$ cat config.mk
export PLATFORM = sky130hd
export DESIGN_NAME = fractal_sync_mp_xif_decoder_flat
export DESIGN_NICKNAME = d
export VERILOG_FILES = /design/src/rtl/magia_tile_pkg.sv /design/src/rtl/fractal_sync_mp_xif_decoder_if.sv /design/src/rtl/fractal_sync_req_fifo.sv /design/src/rtl/fractal_sync_mp_xif_decoder.sv /design/src/flat_wrapper.sv
export SDC_FILE = /design/constraint.sdc
export NUM_CORES = 1
export LEC_CHECK = 0
export BUFFER_PORTS_ARGS = -buffer_cell sky130_fd_sc_hd__buf_2
export CELL_PAD_IN_SITES_DETAIL_PLACEMENT = 0
export CELL_PAD_IN_SITES_GLOBAL_PLACEMENT = 1
export CORE_MARGIN = 4
export CORE_UTILIZATION = 34
export CTS_CLUSTER_SIZE = 25
export DETAILED_ROUTE_END_ITERATION = 8
export GPL_TIMING_DRIVEN = 0
export PLACE_DENSITY = 0.82
export SYNTH_ARGS = -nofsm -noshare
export SYNTH_HDL_FRONTEND = slang
export SYNTH_SLANG_ARGS = --single-unit
export TNS_END_PERCENT = 30
$ cat constraint.sdc
create_clock -name clk_i -period 2.1 [get_ports clk_i]
set_input_delay 0.21 -clock clk_i [delete_from_list [all_inputs] [get_ports clk_i]]
set_output_delay 0.21 -clock clk_i [all_outputs]
set_load 0.01 [all_outputs]
$ cat src/rtl/magia_tile_pkg.sv
// Shared FSYNC constants, FSM state encoding and request-queue entry layout for the MAGIA tile.
package magia_tile_pkg;

  localparam int unsigned FSYNC_AGGR_W = 8;
  localparam int unsigned FSYNC_ID_W   = 8;

  localparam logic [6:0] FSYNC_OPCODE = 7'b1011011;
  localparam logic [2:0] FSYNC_FUNC3  = 3'b010;

  typedef enum logic [1:0] {
    ST_IDLE,
    ST_SYNC,
    ST_WAIT,
    ST_DONE
  } fsync_state_e;

  typedef struct packed {
    logic [FSYNC_AGGR_W-1:0] aggr;
    logic [FSYNC_ID_W-1:0]   id;
  } fsync_entry_t;

  function automatic logic is_fsync_opcode(input logic [6:0] opcode);
    return opcode == FSYNC_OPCODE;
  endfunction

endpackage

$ cat src/rtl/fractal_sync_mp_xif_decoder_if.sv
// XIF issue channel plus per-port fractal-sync request/wake bundle.
// slave = decoder side, master = core/fabric side.
interface fractal_sync_mp_xif_decoder_if #(
  parameter int unsigned N_PORTS    = 4,
  parameter int unsigned DATA_W     = 32,
  parameter int unsigned AGGR_W     = magia_tile_pkg::FSYNC_AGGR_W,
  parameter int unsigned ID_W       = magia_tile_pkg::FSYNC_ID_W,
  parameter int unsigned FIFO_DEPTH = 2
);

  logic                               issue_valid_i;
  logic [31:0]                        issue_instr_i;
  logic [1:0][DATA_W-1:0]             issue_rs_i;
  logic                               issue_rs_valid_i;
  logic                               issue_ready_o;
  logic                               issue_accept_o;

  logic [N_PORTS-1:0]                 sync_o;
  logic [N_PORTS-1:0][AGGR_W-1:0]     aggr_o;
  logic [N_PORTS-1:0][ID_W-1:0]       id_req_o;
  logic [N_PORTS-1:0]                 wake_i;
  logic [N_PORTS-1:0]                 error_i;

  logic                               done_o;
  logic                               error_o;
  logic                               busy_o;
  logic [$clog2(FIFO_DEPTH+1)-1:0]    pending_o;

  modport slave (
    input  issue_valid_i, issue_instr_i, issue_rs_i, issue_rs_valid_i,
    output issue_ready_o, issue_accept_o,
    output sync_o, aggr_o, id_req_o,
    input  wake_i, error_i,
    output done_o, error_o, busy_o, pending_o
  );

  modport master (
    output issue_valid_i, issue_instr_i, issue_rs_i, issue_rs_valid_i,
    input  issue_ready_o, issue_accept_o,
    input  sync_o, aggr_o, id_req_o,
    output wake_i, error_i,
    input  done_o, error_o, busy_o, pending_o
  );

endinterface

$ cat src/rtl/fractal_sync_req_fifo.sv
// Circular request FIFO with synchronous flush, full/empty flags and occupancy count.
// Push is dropped when full, pop when empty; flush wins over both.
module fractal_sync_req_fifo #(
  parameter int unsigned WIDTH = 16,
  parameter int unsigned DEPTH = 2
) (
  input  logic                           clk_i,
  input  logic                           rst_ni,
  input  logic                           flush_i,
  input  logic                           push_i,
  input  logic [WIDTH-1:0]               data_i,
  input  logic                           pop_i,
  output logic [WIDTH-1:0]               data_o,
  output logic                           full_o,
  output logic                           empty_o,
  output logic [$clog2(DEPTH+1)-1:0]     usage_o
);

  localparam int unsigned CNT_W = $clog2(DEPTH + 1);
  localparam int unsigned PTR_W = (DEPTH > 1) ? $clog2(DEPTH) : 1;

  logic [DEPTH-1:0][WIDTH-1:0] r_mem;
  logic [PTR_W-1:0]            r_wr_ptr;
  logic [PTR_W-1:0]            r_rd_ptr;
  logic [CNT_W-1:0]            r_cnt;
  logic                        w_do_push;
  logic                        w_do_pop;

  assign full_o    = (r_cnt == CNT_W'(DEPTH));
  assign empty_o   = (r_cnt == '0);
  assign usage_o   = r_cnt;
  assign data_o    = r_mem[r_rd_ptr];
  assign w_do_push = push_i && !full_o;
  assign w_do_pop  = pop_i && !empty_o;

  function automatic logic [PTR_W-1:0] next_ptr(input logic [PTR_W-1:0] ptr);
    return (ptr == PTR_W'(DEPTH - 1)) ? '0 : ptr + PTR_W'(1);
  endfunction

  always_ff @(posedge clk_i or negedge rst_ni) begin
    if (!rst_ni) begin
      r_mem    <= '0;
      r_wr_ptr <= '0;
      r_rd_ptr <= '0;
      r_cnt    <= '0;
    end else if (flush_i) begin
      r_wr_ptr <= '0;
      r_rd_ptr <= '0;
      r_cnt    <= '0;
    end else begin
      if (w_do_push) begin
        r_mem[r_wr_ptr] <= data_i;
        r_wr_ptr        <= next_ptr(r_wr_ptr);
      end
      if (w_do_pop) begin
        r_rd_ptr <= next_ptr(r_rd_ptr);
      end
      unique case ({w_do_push, w_do_pop})
        2'b10:   r_cnt <= r_cnt + CNT_W'(1);
        2'b01:   r_cnt <= r_cnt - CNT_W'(1);
        default: r_cnt <= r_cnt;
      endcase
    end
  end

endmodule

$ cat src/rtl/fractal_sync_mp_xif_decoder.sv
// Decodes FSYNC XIF instructions into a request queue and issues them one at a time to a
// tree/neighbour port, waiting for its wake. Optional watchdog: define FSYNC_TIMEOUT_EN.
module fractal_sync_mp_xif_decoder
  import magia_tile_pkg::*;
#(
  parameter int unsigned N_PORTS        = 4,
  parameter int unsigned DATA_W         = 32,
  parameter int unsigned AGGR_W         = FSYNC_AGGR_W,
  parameter int unsigned ID_W           = FSYNC_ID_W,
  parameter int unsigned FIFO_DEPTH     = 2,
  parameter int unsigned TIMEOUT_W      = 16,
  parameter int unsigned TIMEOUT_CYCLES = 1024
) (
  input  logic                               clk_i,
  input  logic                               rst_ni,
  input  logic                               clear_i,
  fractal_sync_mp_xif_decoder_if.slave       xif
);

  localparam int unsigned SEL_W = $clog2(N_PORTS);
  localparam int unsigned CNT_W = $clog2(FIFO_DEPTH + 1);

  typedef struct packed {
    logic [AGGR_W-1:0] aggr;
    logic [ID_W-1:0]   id;
  } entry_t;

  fsync_state_e                   r_state;
  logic [SEL_W-1:0]               r_port;
  logic [N_PORTS-1:0]             r_sync;
  logic [N_PORTS-1:0][AGGR_W-1:0] r_aggr;
  logic [N_PORTS-1:0][ID_W-1:0]   r_id;
  logic                           r_done;

  logic             w_op_hit;
  logic             w_f3_hit;
  logic             w_push;
  logic             w_pop;
  logic             w_full;
  logic             w_empty;
  logic [CNT_W-1:0] w_usage;
  entry_t           w_in;
  entry_t           w_head;
  logic [SEL_W-1:0] w_sel;
  logic             w_wake_hit;
  logic             w_tmo;
  logic             w_unused;

  // Decode is combinational so the core never waits an extra cycle for the handshake.
  assign w_op_hit = xif.issue_valid_i && is_fsync_opcode(xif.issue_instr_i[6:0]);
  assign w_f3_hit = (xif.issue_instr_i[14:12] == FSYNC_FUNC3);
  assign w_push   = w_op_hit && w_f3_hit && xif.issue_rs_valid_i && !w_full && !clear_i;

  assign xif.issue_ready_o  = w_op_hit && (!w_f3_hit || w_push);
  assign xif.issue_accept_o = w_push;

  assign w_in.aggr = xif.issue_rs_i[0][AGGR_W-1:0];
  assign w_in.id   = xif.issue_rs_i[1][ID_W-1:0];
  assign w_pop     = (r_state == ST_SYNC) && !clear_i;

  assign w_unused = ^{xif.issue_instr_i[31:15], xif.issue_instr_i[11:7],
                      xif.issue_rs_i[0][DATA_W-1:AGGR_W], xif.issue_rs_i[1][DATA_W-1:ID_W]};

  fractal_sync_req_fifo #(
    .WIDTH ($bits(entry_t)),
    .DEPTH (FIFO_DEPTH)
  ) u_req_fifo (
    .clk_i   (clk_i),
    .rst_ni  (rst_ni),
    .flush_i (clear_i),
    .push_i  (w_push),
    .data_i  (w_in),
    .pop_i   (w_pop),
    .data_o  (w_head),
    .full_o  (w_full),
    .empty_o (w_empty),
    .usage_o (w_usage)
  );

  // aggr == 1 addresses a neighbour directly; any other level rides the H/V tree on id[0].
  always_comb begin
    w_sel = '0;
    if (w_head.aggr == AGGR_W'(1)) begin
      w_sel = w_head.id[SEL_W-1:0];
    end else begin
      w_sel = SEL_W'(w_head.id[0]);
    end
  end

  assign w_wake_hit = xif.wake_i[r_port];

`ifdef FSYNC_TIMEOUT_EN
  logic [TIMEOUT_W-1:0] r_tmo_cnt;

  assign w_tmo = (r_state == ST_WAIT) && !w_wake_hit &&
                 (r_tmo_cnt == TIMEOUT_W'(TIMEOUT_CYCLES - 1));

  always_ff @(posedge clk_i or negedge rst_ni) begin
    if (!rst_ni) begin
      r_tmo_cnt <= '0;
    end else if (clear_i || (r_state != ST_WAIT)) begin
      r_tmo_cnt <= '0;
    end else begin
      r_tmo_cnt <= r_tmo_cnt + TIMEOUT_W'(1);
    end
  end
`else
  logic [TIMEOUT_W-1:0] w_unused_tmo;

  assign w_unused_tmo = TIMEOUT_W'(TIMEOUT_CYCLES);
  assign w_tmo        = 1'b0;
`endif

  // Port outputs are loaded in IDLE so the request appears exactly while the FSM sits in SYNC.
  always_ff @(posedge clk_i or negedge rst_ni) begin
    if (!rst_ni) begin
      r_state <= ST_IDLE;
      r_port  <= '0;
      r_sync  <= '0;
      r_aggr  <= '0;
      r_id    <= '0;
      r_done  <= 1'b0;
    end else if (clear_i) begin
      r_state <= ST_IDLE;
      r_sync  <= '0;
      r_aggr  <= '0;
      r_id    <= '0;
      r_done  <= 1'b0;
    end else begin
      unique case (r_state)
        ST_IDLE: begin
          if (!w_empty) begin
            r_state        <= ST_SYNC;
            r_sync         <= N_PORTS'(1) << w_sel;
            r_aggr[w_sel]  <= w_head.aggr;
            r_id[w_sel]    <= w_head.id;
          end
        end
        ST_SYNC: begin
          r_state <= ST_WAIT;
          r_port  <= w_sel;
          r_sync  <= '0;
          r_aggr  <= '0;
          r_id    <= '0;
        end
        ST_WAIT: begin
          if (w_wake_hit || w_tmo) begin
            r_state <= ST_DONE;
            r_done  <= 1'b1;
          end
        end
        ST_DONE: begin
          r_state <= ST_IDLE;
          r_done  <= 1'b0;
        end
        default: r_state <= ST_IDLE;
      endcase
    end
  end

  assign xif.sync_o    = r_sync;
  assign xif.aggr_o    = r_aggr;
  assign xif.id_req_o  = r_id;
  assign xif.done_o    = r_done;
  assign xif.error_o   = (|xif.error_i) || w_tmo;
  assign xif.busy_o    = (r_state != ST_IDLE) || !w_empty;
  assign xif.pending_o = w_usage;

endmodule

$ cat src/flat_wrapper.sv
// flat-port wrapper written by rule: the top's interface ports become plain ports
module fractal_sync_mp_xif_decoder_flat import magia_tile_pkg::*;
#(
  parameter int unsigned N_PORTS        = 4,
  parameter int unsigned DATA_W         = 32,
  parameter int unsigned AGGR_W         = FSYNC_AGGR_W,
  parameter int unsigned ID_W           = FSYNC_ID_W,
  parameter int unsigned FIFO_DEPTH     = 2,
  parameter int unsigned TIMEOUT_W      = 16,
  parameter int unsigned TIMEOUT_CYCLES = 1024
)
  (clk_i, rst_ni, clear_i, xif_issue_valid_i, xif_issue_instr_i, xif_issue_rs_i, xif_issue_rs_valid_i, xif_issue_ready_o, xif_issue_accept_o, xif_sync_o, xif_aggr_o, xif_id_req_o, xif_wake_i, xif_error_i, xif_done_o, xif_error_o, xif_busy_o, xif_pending_o);
  fractal_sync_mp_xif_decoder_if #(.N_PORTS(N_PORTS), .DATA_W(DATA_W), .AGGR_W(AGGR_W), .ID_W(ID_W), .FIFO_DEPTH(FIFO_DEPTH)) xif_i ();
  input  logic clk_i;
  input  logic rst_ni;
  input  logic clear_i;
  input wire logic [$bits(xif_i.issue_valid_i)-1:0] xif_issue_valid_i;
  input wire logic [$bits(xif_i.issue_instr_i)-1:0] xif_issue_instr_i;
  input wire logic [$bits(xif_i.issue_rs_i)-1:0] xif_issue_rs_i;
  input wire logic [$bits(xif_i.issue_rs_valid_i)-1:0] xif_issue_rs_valid_i;
  output wire logic [$bits(xif_i.issue_ready_o)-1:0] xif_issue_ready_o;
  output wire logic [$bits(xif_i.issue_accept_o)-1:0] xif_issue_accept_o;
  output wire logic [$bits(xif_i.sync_o)-1:0] xif_sync_o;
  output wire logic [$bits(xif_i.aggr_o)-1:0] xif_aggr_o;
  output wire logic [$bits(xif_i.id_req_o)-1:0] xif_id_req_o;
  input wire logic [$bits(xif_i.wake_i)-1:0] xif_wake_i;
  input wire logic [$bits(xif_i.error_i)-1:0] xif_error_i;
  output wire logic [$bits(xif_i.done_o)-1:0] xif_done_o;
  output wire logic [$bits(xif_i.error_o)-1:0] xif_error_o;
  output wire logic [$bits(xif_i.busy_o)-1:0] xif_busy_o;
  output wire logic [$bits(xif_i.pending_o)-1:0] xif_pending_o;
  assign xif_i.issue_valid_i = xif_issue_valid_i;
  assign xif_i.issue_instr_i = xif_issue_instr_i;
  assign xif_i.issue_rs_i = xif_issue_rs_i;
  assign xif_i.issue_rs_valid_i = xif_issue_rs_valid_i;
  assign xif_issue_ready_o = xif_i.issue_ready_o;
  assign xif_issue_accept_o = xif_i.issue_accept_o;
  assign xif_sync_o = xif_i.sync_o;
  assign xif_aggr_o = xif_i.aggr_o;
  assign xif_id_req_o = xif_i.id_req_o;
  assign xif_i.wake_i = xif_wake_i;
  assign xif_i.error_i = xif_error_i;
  assign xif_done_o = xif_i.done_o;
  assign xif_error_o = xif_i.error_o;
  assign xif_busy_o = xif_i.busy_o;
  assign xif_pending_o = xif_i.pending_o;
  fractal_sync_mp_xif_decoder #(.N_PORTS(N_PORTS), .DATA_W(DATA_W), .AGGR_W(AGGR_W), .ID_W(ID_W), .FIFO_DEPTH(FIFO_DEPTH), .TIMEOUT_W(TIMEOUT_W), .TIMEOUT_CYCLES(TIMEOUT_CYCLES)) u_core (.clk_i(clk_i), .rst_ni(rst_ni), .clear_i(clear_i), .xif(xif_i));
endmodule
# After elaboration in Yosys (flattened, before gate mapping)
# Index checks and enable logic that the tools add are counted.
word_totals:
  inputBits: 109
  register_bits: 109
classes:
  mux: 36
  eq_ne: 11
  magnitude_cmp: 6
  reduce_logical: 31
  bitwise_logic: 1
  add_sub_neg: 4
  shift: 1
op_table:
  columns: ["op", "count"]
  rows:
  - ["32-bit two-way mux", 4]
  - ["32-bit one-hot mux with 2 select lines", 2]
  - ["32-bit bitwise mux", 3]
  - ["16-bit two-way mux", 3]
  - ["16-bit demux with 1-bit select", 1]
  - ["8-bit demux with 2-bit select", 1]
  - ["1-bit logical AND", 11]
  - ["2-bit two-way mux", 5]
  - ["2-bit AND reduction", 5]
  - ["1-bit two-way mux", 9]
  - ["3-bit nonzero test", 3]
  - ["2-bit equality test, second input constant", 4]
  - ["8-bit by 1-bit equality test with 1-bit output, second input constant", 1]
  - ["4-bit two-way mux", 2]
  - ["8-bit two-way mux", 1]
  - ["2-bit one-hot mux with 4 select lines", 1]
  - ["4-bit one-hot mux with 2 select lines", 1]
  - ["7-bit equality test, second input constant", 1]
  - ["2-bit by 3-bit < comparator with 1-bit output, second input constant", 2]
  - ["2-bit nonzero test", 3]
  - ["2-bit by 1-bit equality test with 1-bit output, second input constant", 2]
  - ["1-bit logical NOT", 4]
  - ["2-bit logical NOT", 2]
  - ["1-bit by 2-bit < comparator with 1-bit output, second input constant", 2]
  - ["other kinds (15)", 17]

# Depth between registers and ports, before layout
# Gate-level depths: netlist of run 1.
logic_depth:
  depth_word: 12
  mapped_depth: 10
  mapped_depth_nobuf: 7

# By module
# From an unflattened synthesis of run 1, not the netlist that was laid out.
hier_totals:
  hier_cells: 315
  area_unflattened_um2: 4516.8
by_module_without_submodules:
  columns: ["mod", "n_inst", "area_each_um2", "cells_each"]
  rows:
  - ["fractal_sync_mp_xif_decoder", 1, 2880.3, 206]
  - ["fractal_sync_req_fifo", 1, 1636.6, 109]

# Least setup slack after synthesis of run 1
# No wires, ideal clock.
synth_path:
  path_kind: "reg-to-reg"
  startpoint: "register u_core.r_state[1]"
  endpoint: "register u_core.r_aggr (netlist bit u_core.xif.aggr_o[17])"
  path_slack_ps: -97
  stages_incl_launch_ff: 11
  arrival_ps: 2131
  required_ps: 2034
  synth_period_minus_slack_ps: 2197
  path_cell_list: "dfrtp_1 -> inv_1 -> ha_1 -> or3b_1 -> buf_2 -> a21oi_2 -> buf_4 -> nor2_1 -> a21oi_2 -> buf_2 -> and2_1"
synth_via:
  elab_chain_len: 3
  elab_cells_between_ends: 7
  classes_between: "2 x eq/ne; 2 x mux; 3 x reduce/logical"
synth_lines:
  columns: ["item", "line", "text"]
  rows:
  - ["from (decl)", "fractal_sync_mp_xif_decoder.sv:28", "fsync_state_e r_state;"]
  - ["from (signal assigned)", "fractal_sync_mp_xif_decoder.sv:117", "r_state <= ST_IDLE;"]
  - ["from (signal assigned)", "fractal_sync_mp_xif_decoder.sv:124", "r_state <= ST_IDLE;"]
  - ["from (signal assigned)", "fractal_sync_mp_xif_decoder.sv:133", "r_state <= ST_SYNC;"]
  - ["2-bit by 1-bit equality test with 1-bit output / 2-bit logical NOT (equally long branches)", "fractal_sync_mp_xif_decoder.sv:130", "unique case (r_state)"]
  - ["32-bit one-hot mux with 2 select lines, or another cell as far along", "fractal_sync_mp_xif_decoder.sv:130", null]
  - ["32-bit two-way mux / 2-bit AND reduction (equally long branches)", null, null]
  - ["to (signal, indexed assignment)", "fractal_sync_mp_xif_decoder.sv:135", "r_aggr[w_sel] <= w_head.aggr;"]
  - ["to (decl)", "fractal_sync_mp_xif_decoder.sv:31", "logic [N_PORTS-1:0][AGGR_W-1:0] r_aggr;"]
# Parallel ways exist; a longest one is shown, timed or not.
# A chain may end at the register's enable or synchronous reset.

# Worst setup path after layout of run 1
layout_path:
  startpoint: "register u_core.r_state[0]"
  endpoint: "register u_core.r_id (netlist bit u_core.xif.id_req_o[0])"
layout_via:
  elab_chain_len: 3
  elab_cells_between_ends: 7
  classes_between: "2 x eq/ne; 2 x mux; 3 x reduce/logical"
layout_lines:
  columns: ["item", "line", "text"]
  rows:
  - ["2-bit by 1-bit equality test with 1-bit output / 2-bit logical NOT (equally long branches)", "fractal_sync_mp_xif_decoder.sv:130", null]
  - ["32-bit one-hot mux with 2 select lines, or another cell as far along", "fractal_sync_mp_xif_decoder.sv:130", null]
  - ["32-bit two-way mux / 2-bit AND reduction (equally long branches)", null, null]
  - ["to (signal, indexed assignment)", "fractal_sync_mp_xif_decoder.sv:136", "r_id[w_sel] <= w_head.id;"]
  - ["to (decl)", "fractal_sync_mp_xif_decoder.sv:32", "logic [N_PORTS-1:0][ID_W-1:0] r_id;"]
# Parallel ways exist; a longest one is shown, timed or not.

==> key figures, run 1 <==
Status
  • Run status: complete, but fails checks
  • Failing checks: setup timing

Floorplanning
  • Die Span Y: 125 microns
  • Die footprint: 0.0156 sq mm
  • I/O pin total: 184
  • Core Region: around 0.013 sq mm
  • Initial Util: 0.349
  • Die W: 125 microns
  • Std cell rows: 42

STA
  • Fin Hold WS: approximately 0.11 ns
  • PnR worst setup slack: -0.0146 ns
  • Max Fclk: 473 MHz
  • Fin. max-slew vios: 0
  • Final min period: 2.11 ns
  • Max-Slew Margin vs Limit: 0.437
  • Fin. Hold Viols: 0
  • Worst-Margin Slew: 0.845 ns
  • Setup-failing EPs final: 1
  • Worst clock skew: 0.00452 ns
  • Fin crit share: 1.01
  • Unrepaired setup endpoints after global routing: true

Pwr
  • VDD IR-drop max: roughly 0.00039 V
  • Leak Pwr: 3.12 nW
  • Int Pwr: 0.00328 W
  • Sw power: 0.00116 W
  • Flop pwr share: 0.479
  • Clock Power Share: 0.379
  • Pwr dens: about 710 mW/mm^2
  • Switching Fraction: 0.262
  • Design Power: 0.00444 W
  • Logic gate share of total power: 0.142

Synth
  • Post-Syn Nets: 475
  • Area leader, netlist: dfrtp_1
  • Synth Warn #: 0
  • Mean area per synthesized cell: between 10 and 15 sq um
  • Synthesized area: roughly 0.0047 sq mm
  • Post-Syn Instances: 361
  • Synth unique cells: 46
  • Largest cells by area after synthesis: dfrtp_1 (59%), mux2_2 (7.5%), mux2i_1 (3.9%)
  • Area share of the largest cell type after synthesis: 0.585
  • Seq cells post-synth: 109
  • Register area share after synthesis: 0.585

Place
  • Dpl ws: -0.632 ns
  • Port Buffer Count: 113
  • GP Congestion: 0.793
  • Post-DP Area: ~0.0055 sq mm
  • Dpl hpwl: 8.43 mm

Setup path
  • Worst-path cell chain: inv_2, ha_4, or3b_1, buf_6, a21oi_4, buf_6, nor2_4, a21oi_4, and2_1
  • Crit end category: flip-flop
  • Setup CP Type: reg2reg
  • CP startpoint kind: flip-flop
  • CP max stage delay: 0.42 ns
  • Required @ worst endpoint: 2.38 ns
  • WP buf/inv: 3
  • Worst Path Max Fanout: 5
  • Slowest CP cell: dfrtp_1
  • Crit-path leading delay family: simple AND/OR/NAND/NOR gates
  • CP arrival: 2.40 ns

Run
  • Max-cap check violation count: 0

Drt
  • Drt pass-1 iters: 4
  • DRT iter0 DRCs: between 200 and 250
  • Vias: 3459
  • Drt wl/cell: 18.2 microns
  • Detail Route Antenna Nets: 0
  • Final wirelength: 12.5 mm
  • DRC: 0
  • Vias per inst: 5.03

Global route
  • Maximum number of pins on one net before global-route repair: 64
  • Total global routing overflow: 0
  • First-pass GRT wire length: 19.9 mm
  • Antenna violations before repair: 0
  • Vias in the first global route: 3608
  • All-Layer GR Usage: 0.158

Clocking
  • Htree depth: 3
  • Clk slew on worst S/H paths: 0.07 ns
  • CTS buffer count: 9
  • Clk buf depth: 2
  • CTS tree: built
  • CTS root buf: clkbuf_16
  • Worst skew pair latency: 0.34 ns
  • Clock sinks: 109

Finish
  • Commonest non-fill, non-tap cell in the layout: buf_2
  • Register area: 0.00273 sq mm
  • Diode count: 0
  • Most frequent cells in the layout: buf_2 (113), dfrtp_1 (108), mux2_2 (31)
  • Post-route cell area: 0.00622 sq mm
  • Share of post-route cells with drive strength above 1: 0.467
  • Net count, final: 621
  • Area Overhead vs Synth: 33.6%
  • Area of the multi-input gates: just over 0.002 sq mm
  • Post-route core utilization: 0.466
  • Fill count: around 1300

Worst hold path
  • Hold Crit Class: in2reg
## per-layer routing
metal  GRT usage  wire [microns]  part of all wire
met1       0.212            5650              0.45
met2       0.257            6070              0.48
met3      0.0414             678             0.054
met4      0.0408             148             0.012
met5           0               0                 0
## cells by family after synthesis
| group | count (synthesis) | share of synthesized area |
|---|---|---|
| compound gates | 74 | 0.127 |
| xor+xnor | 2 | 0.00376 |
| fa+ha+maj | 5 | 0.0134 |
| buf+inv | 30 | 0.0290 |
| flops | 109 | 0.585 |
| mux | 58 | 0.143 |
| simple gates | 83 | 0.0991 |
## flip-flops by register name, indices dropped and copies added (netlist names)
register,flops
u_core.r_state,2
u_core.xif.done_o,1
u_core.xif.sync_o,4
u_core.u_req_fifo.r_mem,32
u_core.u_req_fifo.r_rd_ptr,1
u_core.xif.id_req_o,32
u_core.u_req_fifo.usage_o,2
u_core.u_req_fifo.r_wr_ptr,1
u_core.r_port,2
u_core.xif.aggr_o,32
## worst paths after layout
check	startpoint	end	slack, ns	cells after the start
min in group asynchronous	rst_ni	u_core.r_state[1]	0.49	2
max in group asynchronous	rst_ni	u_core.u_req_fifo.r_mem[6]	0.89	3
max reg2reg	u_core.r_state[0]	u_core.xif.id_req_o[0]	-0.01	9
min	xif_issue_rs_i[5]	u_core.u_req_fifo.r_mem[13]	0.11	2
min reg2reg	u_core.xif.sync_o[2]	u_core.xif.sync_o[2]	0.48	1
max	u_core.r_state[0]	u_core.xif.id_req_o[0]	-0.01	9
## worst register-to-register path: stages (launching register included)
cell,delay (ns)
dfrtp_1,0.42
inv_2,0.09
ha_4,0.12
or3b_1,0.35
buf_6,0.14
a21oi_4,0.22
buf_6,0.16
nor2_4,0.06
a21oi_4,0.32
and2_1,0.18
## cell usage after synthesis, drive strengths merged
master,n
dfrtp,109
mux2,40
nand2,27
mux2i,18
and2,17
inv,17
o2bb2ai,17
o221ai,14
a22o,12
nor2,12
a21o,9
a21oi,9
buf,8
o21ai,8
clkbuf,5
ha,5
nand2b,4
nand3,3
nor3,3
nor4,3
or3b,3
nand4b,2
nor2b,2
xor2,2
a21bo,1
a41oi,1
and3,1
nand3b,1
nor3b,1
nor4bb,1
o21a,1
o21bai,1
o311ai,1
or2,1
or4,1
or4b,1
## area by class of cell
| class | instances | area share |
|---|---|---|
| tap | 176 | 0.0354 |
| clock buffer | 12 | 0.0428 |
| clock inverter | 4 | 0.00483 |
| inverter | 17 | 0.0103 |
| buffer | 10 | 0.0125 |
| sequential | 109 | 0.438 |
| multi-input combinational | 224 | 0.326 |
| timing repair buffer | 136 | 0.129 |
## power by group through the flow
stage               Sequential, W  Clock, W  Combinational [W]
finish                    0.00213   0.00168           0.000632
floorplan                 0.00217         0           0.000237
global placement          0.00217         0           0.000418
CTS                       0.00213   0.00172           0.000518
global route              0.00213   0.00181           0.000699
detailed placement        0.00217         0           0.000439
## through the flow
step	std cells	TNS [ns]
after floorplan	361	-0.0866
after global placement	650	-59.68
after detailed placement	651	-23.33
after CTS	677	-0.0990
after global routing	688	-1.74
final	688	-0.0146
## timing repair
action                                 in CTS  in global routing
resized for setup                          23                 24
cloned                                      1                  1
pin swaps                                   8                 19
buffers inserted                           11                 10
hold buffers                                1                  0
setup endpoints to repair                  88                 79
endpoints found under the hold margin      14                  0
Note: power is estimated with default switching activity, not from simulation.
==> run 2, diff against run 1 <==
- GPL_TIMING_DRIVEN: 0 -> default
- RECOVER_POWER: default -> 50
==> key figures, run 2 (same netlist as run 1, synthesis figures left out) <==
STA
  • Max-Slew Margin vs Limit: 0.336
  • Final min period: 1.98 ns
  • Fin. Hold Viols: 0
  • Max Fclk: 506 MHz
  • Fin Hold WS: between 0.1 and 0.15 ns
  • Worst clock skew: 0.00777 ns
  • Setup TNS: 0 ns
  • Unrepaired setup endpoints after global routing: false
  • Setup-failing EPs final: 0
  • Fin crit share: 0.942
  • Worst-Margin Slew: 0.995 ns
  • Fin. max-slew vios: 0

Clocking
  • Worst skew pair latency: approximately 0.35 ns
  • Clock sinks: 109
  • Clk slew on worst S/H paths: 0.07 ns
  • CTS tree: built
  • CTS buffer count: 9
  • Htree depth: 3
  • Clk buf depth: 2
  • Setup Buffers After CTS: 0
  • CTS root buf: clkbuf_16

Drt
  • DRT iter0 DRCs: 90
  • Vias: approximately 3400
  • Detail Route Antenna Nets: 0
  • Drt pass-1 iters: 4
  • Final wirelength: 11.6 mm
  • Drt wl/cell: 17.0 microns
  • Vias per inst: ~5
  • DRC: 0

Global route
  • Maximum number of pins on one net before global-route repair: 60
  • Total global routing overflow: 0
  • First-pass GRT wire length: 18.9 mm
  • Vias in the first global route: 3496
  • Antenna violations before repair: 0
  • All-Layer GR Usage: 0.151

Floorplanning
  • Initial Util: 0.349
  • Core Region: approximately 0.013 sq mm
  • I/O pin total: about 180
  • Die Span Y: 125 microns
  • Die footprint: 0.0156 sq mm
  • Std cell rows: 42
  • Die W: 125 microns

Pwr
  • Leak Pwr: 2.90 nW
  • VDD IR-drop max: approximately 0.00035 V
  • Pwr dens: 740 mW/mm^2

Worst hold path
  • Hold Crit Class: in2reg
  • HP Start: xif_issue_rs_i[6]

Place
  • Port Buffer Count: ~110
  • Post-DP Area: approximately 0.0057 sq mm
  • GP Congestion: 0.782
  • Dpl hpwl: 8.27 mm
  • Inst Count DP: 665

Finish
  • Most frequent cells in the layout: dfrtp_1 (106), buf_2 (75), clkbuf_1 (38)
  • Share of post-route cells with drive strength above 1: 0.356
  • Post-route cell area: 0.00598 sq mm
  • Commonest non-fill, non-tap cell in the layout: dfrtp_1
  • Area Overhead vs Synth: 28.4%
  • Diode count: 0
  • Fin cells: between 600 and 700
  • Net count, final: approximately 620

Setup path
  • Required @ worst endpoint: 2.38 ns
  • CP arrival: 2.26 ns
  • R2R Path Start: u_core.r_state[1]
  • Crit end category: flip-flop
  • CP startpoint kind: flip-flop
  • Worst Path Max Fanout: 16
  • Setup CP Type: reg2reg
  • Worst setup path startpoint: u_core.r_state[1]

Run
  • Max-cap check violation count: 0

Status
  • Run status: finished clean
-- run 2: cell types whose count changed in the layout (fill, tap and decap cells not counted), moves of 5 or more --
cell      change
buf_12        +5
buf_2        -38
clkbuf_1     +36
a21oi_4       -6
nor2_1        +5
nor2_4        -7
-- run 2: timing repair --
action,in CTS,in global routing
resized for setup,0,5
hold endpoints to repair,16,0
setup endpoints to repair,0,49
hold buffers,1,0
-- run 2: final timing paths --
path / to / cells past startpoint / slack (ns)
setup / recovery: u_core.xif.id_req_o[28] / 8 / 0.12
hold / removal: u_core.u_req_fifo.r_mem[14] / 2 / 0.10
setup reg to reg: u_core.xif.id_req_o[28] / 8 / 0.12
hold reg to reg: u_core.xif.aggr_o[24] / 1 / 0.48
max in group asynchronous: u_core.xif.id_req_o[17] / 3 / 0.43
min in group asynchronous: u_core.xif.aggr_o[14] / 2 / 0.56
-- run 2: area by class of cell --
| class | count | area (sq um) |
|---|---|---|
| fillers | 1258 | 7360 |
| flip-flops and latches | 109 | 2730 |
| multi-input cells | 222 | 1820 |
| repair buffers | 142 | 838 |
| clock buffers | 11 | 253 |
| well taps | 176 | 220 |
| inverters | 17 | 63.8 |
| clock inverters | 5 | 56.3 |
-- run 2: routing by layer --
metal	vias up	wire length (microns)	track usage
li1	1569	-	-
met1	1701	5240	0.203
met2	94	5630	0.242
met3	6	630	0.0456
met4	0	93	0.0325
met5	-	0	0
-- run 2: worst max-delay path, stage by stage (launching register included) --
cell and delay (ns):
dfrtp_1 0.39, inv_2 0.13, ha_1 0.17, or3b_4 0.41, a21oi_4 0.17, nor2_1 0.13, a21oi_2 0.20, buf_12 0.17
a22o_1 0.15
-- run 2: through the flow --
stage / power, W / utilization / worst slack [ns]
2_1_floorplan: 0.00240 / - / -0.00962
3_3_place_gp: 0.00268 / 0.427 / 0.0939
3_5_place_dp: 0.00270 / 0.427 / 0.0647
4_1_cts: 0.00446 / 0.451 / 0.0383
5_1_grt: 0.00463 / 0.448 / 0.0124
6_report: 0.00443 / 0.448 / 0.122
-- run 2: power breakdown --
group          total (W)  leakage, nW  switching, W  internal [W]
sequential       0.00213         1.52     0.0000133       0.00211
clock            0.00177        0.152      0.000777      0.000991
combinational   0.000536         1.23      0.000319      0.000217
==> run 3, diff against run 2 <==
- CORE_MARGIN: 4 -> 3
- PLACE_DENSITY: 0.82 -> 0.8
==> key figures, run 3 (same netlist as run 1, synthesis figures left out) <==
Setup path
  • Setup CP Type: reg2reg
  • CP startpoint kind: flip-flop
  • Crit end category: flip-flop
  • Reg2reg path depth: 5
  • Worst Path Max Fanout: 17
  • CP max stage delay: 0.45 ns
  • Slowest CP cell: dfrtp_2
  • Worst-path cell chain: nor2b_4, or3b_4, nor4_4, buf_12, mux2_2
  • Required @ worst endpoint: 2.33 ns
  • CP arrival: between 2 and 2.5 ns

Place
  • GP Congestion: 0.811
  • Post-DP Area: 0.00576 sq mm
  • Port Buffer Count: 113
  • Dpl hpwl: ~8.2 mm
  • Inst Count DP: 670

Status
  • Run status: finished clean

Global route
  • Total global routing overflow: 0
  • First-pass GRT wire length: 18.3 mm
  • Antenna violations before repair: 0
  • Maximum number of pins on one net before global-route repair: 110
  • Vias in the first global route: 3548
  • All-Layer GR Usage: 0.158

Drt
  • Drt wl/cell: around 17 microns
  • Vias per inst: slightly below 5
  • Vias: 3374
  • DRT iter0 DRCs: 123
  • Final wirelength: 11.4 mm
  • Detail Route Antenna Nets: 0
  • Drt pass-1 iters: 4
  • DRC: 0

Clocking
  • Clk buf depth: 2
  • Clk slew on worst S/H paths: around 0.070 ns
  • CTS tree: built
  • CTS root buf: clkbuf_16
  • Worst skew pair latency: 0.35 ns
  • CTS buffer count: 9
  • Htree depth: 3
  • Clock sinks: 109

Floorplanning
  • I/O pin total: 184
  • Initial Util: 0.349
  • Die W: 123 microns
  • Std cell rows: 42
  • Core Region: 0.0133 sq mm
  • Die Span Y: ~120 microns
  • Die footprint: 0.0151 sq mm

STA
  • Fin crit share: 0.964
  • Unrepaired setup endpoints after global routing: false
  • Fin. Hold Viols: 0
  • Final min period: 2.02 ns
  • Worst-Margin Slew: 1.40 ns
  • Max-Slew Margin vs Limit: 0.0689
  • Setup-failing EPs final: 0
  • Max Fclk: 494 MHz
  • Fin. max-slew vios: 0
  • Worst clock skew: 0.00766 ns

Finish
  • Fin cells: 687
  • Commonest non-fill, non-tap cell in the layout: dfrtp_1
  • Post-route cell area: 0.00603 sq mm
  • Most frequent cells in the layout: dfrtp_1 (108), buf_2 (76), clkbuf_1 (39)
  • Diode count: 0
  • Net count, final: 620
  • Area Overhead vs Synth: 29.4%
  • Share of post-route cells with drive strength above 1: 0.358

Worst hold path
  • Hold Crit Class: in2reg
  • Min-Delay Path Depth: 2

Run
  • Max-cap check violation count: 0

Pwr
  • Pwr dens: 739 mW/mm^2
  • Leak Pwr: 2.93 nW
  • VDD IR-drop max: 0.000319 V
==> run 3: report_power, final <==
| group | switching (W) | leakage (nW) | total, W | internal (W) |
|---|---|---|---|---|
| combinational | 0.000319 | 1.27 | 0.000547 | 0.000228 |
| clock | 0.000735 | 0.147 | 0.00178 | 0.00104 |
| sequential | 0.0000120 | 1.52 | 0.00213 | 0.00211 |
| total | 0.00107 | 2.93 | 0.00445 | 0.00339 |
==> run 3: cell type report <==
type | instances | area [sq um]
multi-input combinational | 222 | 1830
fill | 1294 | 7320
inverter | 17 | 63.8
sequential | 109 | 2730
clock buffer | 12 | 236
tap | 176 | 220
clock inverter | 4 | 72.6
timing repair buffer | 147 | 881
==> run 3: layer usage <==
layer	track usage	wire length, microns	vias to the layer above
li1	-	-	1589
met3	0.0325	486	13
met4	0.0581	189	0
met5	0	0	-
met2	0.260	5620	71
met1	0.205	5150	1701
==> run 3: path summary, 6_finish.rpt <==
kind	start	end	slack, ns
max	u_core.u_req_fifo.usage_o[1]	u_core.u_req_fifo.r_mem[4]	0.08
min	xif_issue_rs_i[1]	u_core.u_req_fifo.r_mem[9]	0.1
max reg2reg	u_core.u_req_fifo.usage_o[1]	u_core.u_req_fifo.r_mem[4]	0.08
min reg2reg	u_core.xif.sync_o[3]	u_core.xif.sync_o[3]	0.48
max in group asynchronous	rst_ni	u_core.u_req_fifo.usage_o[1]	0.28
min in group asynchronous	rst_ni	u_core.xif.done_o	0.76
==> run 3: per-stage QoR <==
step | hold WS [ns] | setup TNS [ns] | total power [W] | utilization | setup slack [ns]
after floorplan | -0.0856 | -0.0866 | 0.00240 | - | -0.00962
after global placement | 0.326 | -0.0907 | 0.00270 | 0.431 | -0.0176
after detailed placement | 0.333 | -0.334 | 0.00271 | 0.431 | -0.0603
after CTS | 0.0859 | 0 | 0.00452 | 0.455 | 0.0267
after global routing | 0.0842 | 0 | 0.00467 | 0.452 | 0.00742
final | 0.0985 | 0 | 0.00445 | 0.452 | 0.0754
==> run 3: critical path, delay by kind of cell, from the launching register on <==
kind	cells	cell delay, ns
flops	1	0.45
buf+inv	1	0.22
mux	1	0.35
simple gates	3	0.88
==> run 3: repair_timing <==
item,in CTS,in global routing
hold buffers,1,0
endpoints found under the setup margin,6,8
gates resized for setup,1,3
pin swaps,0,0
hold endpoints to repair,109,0
setup buffers,0,0
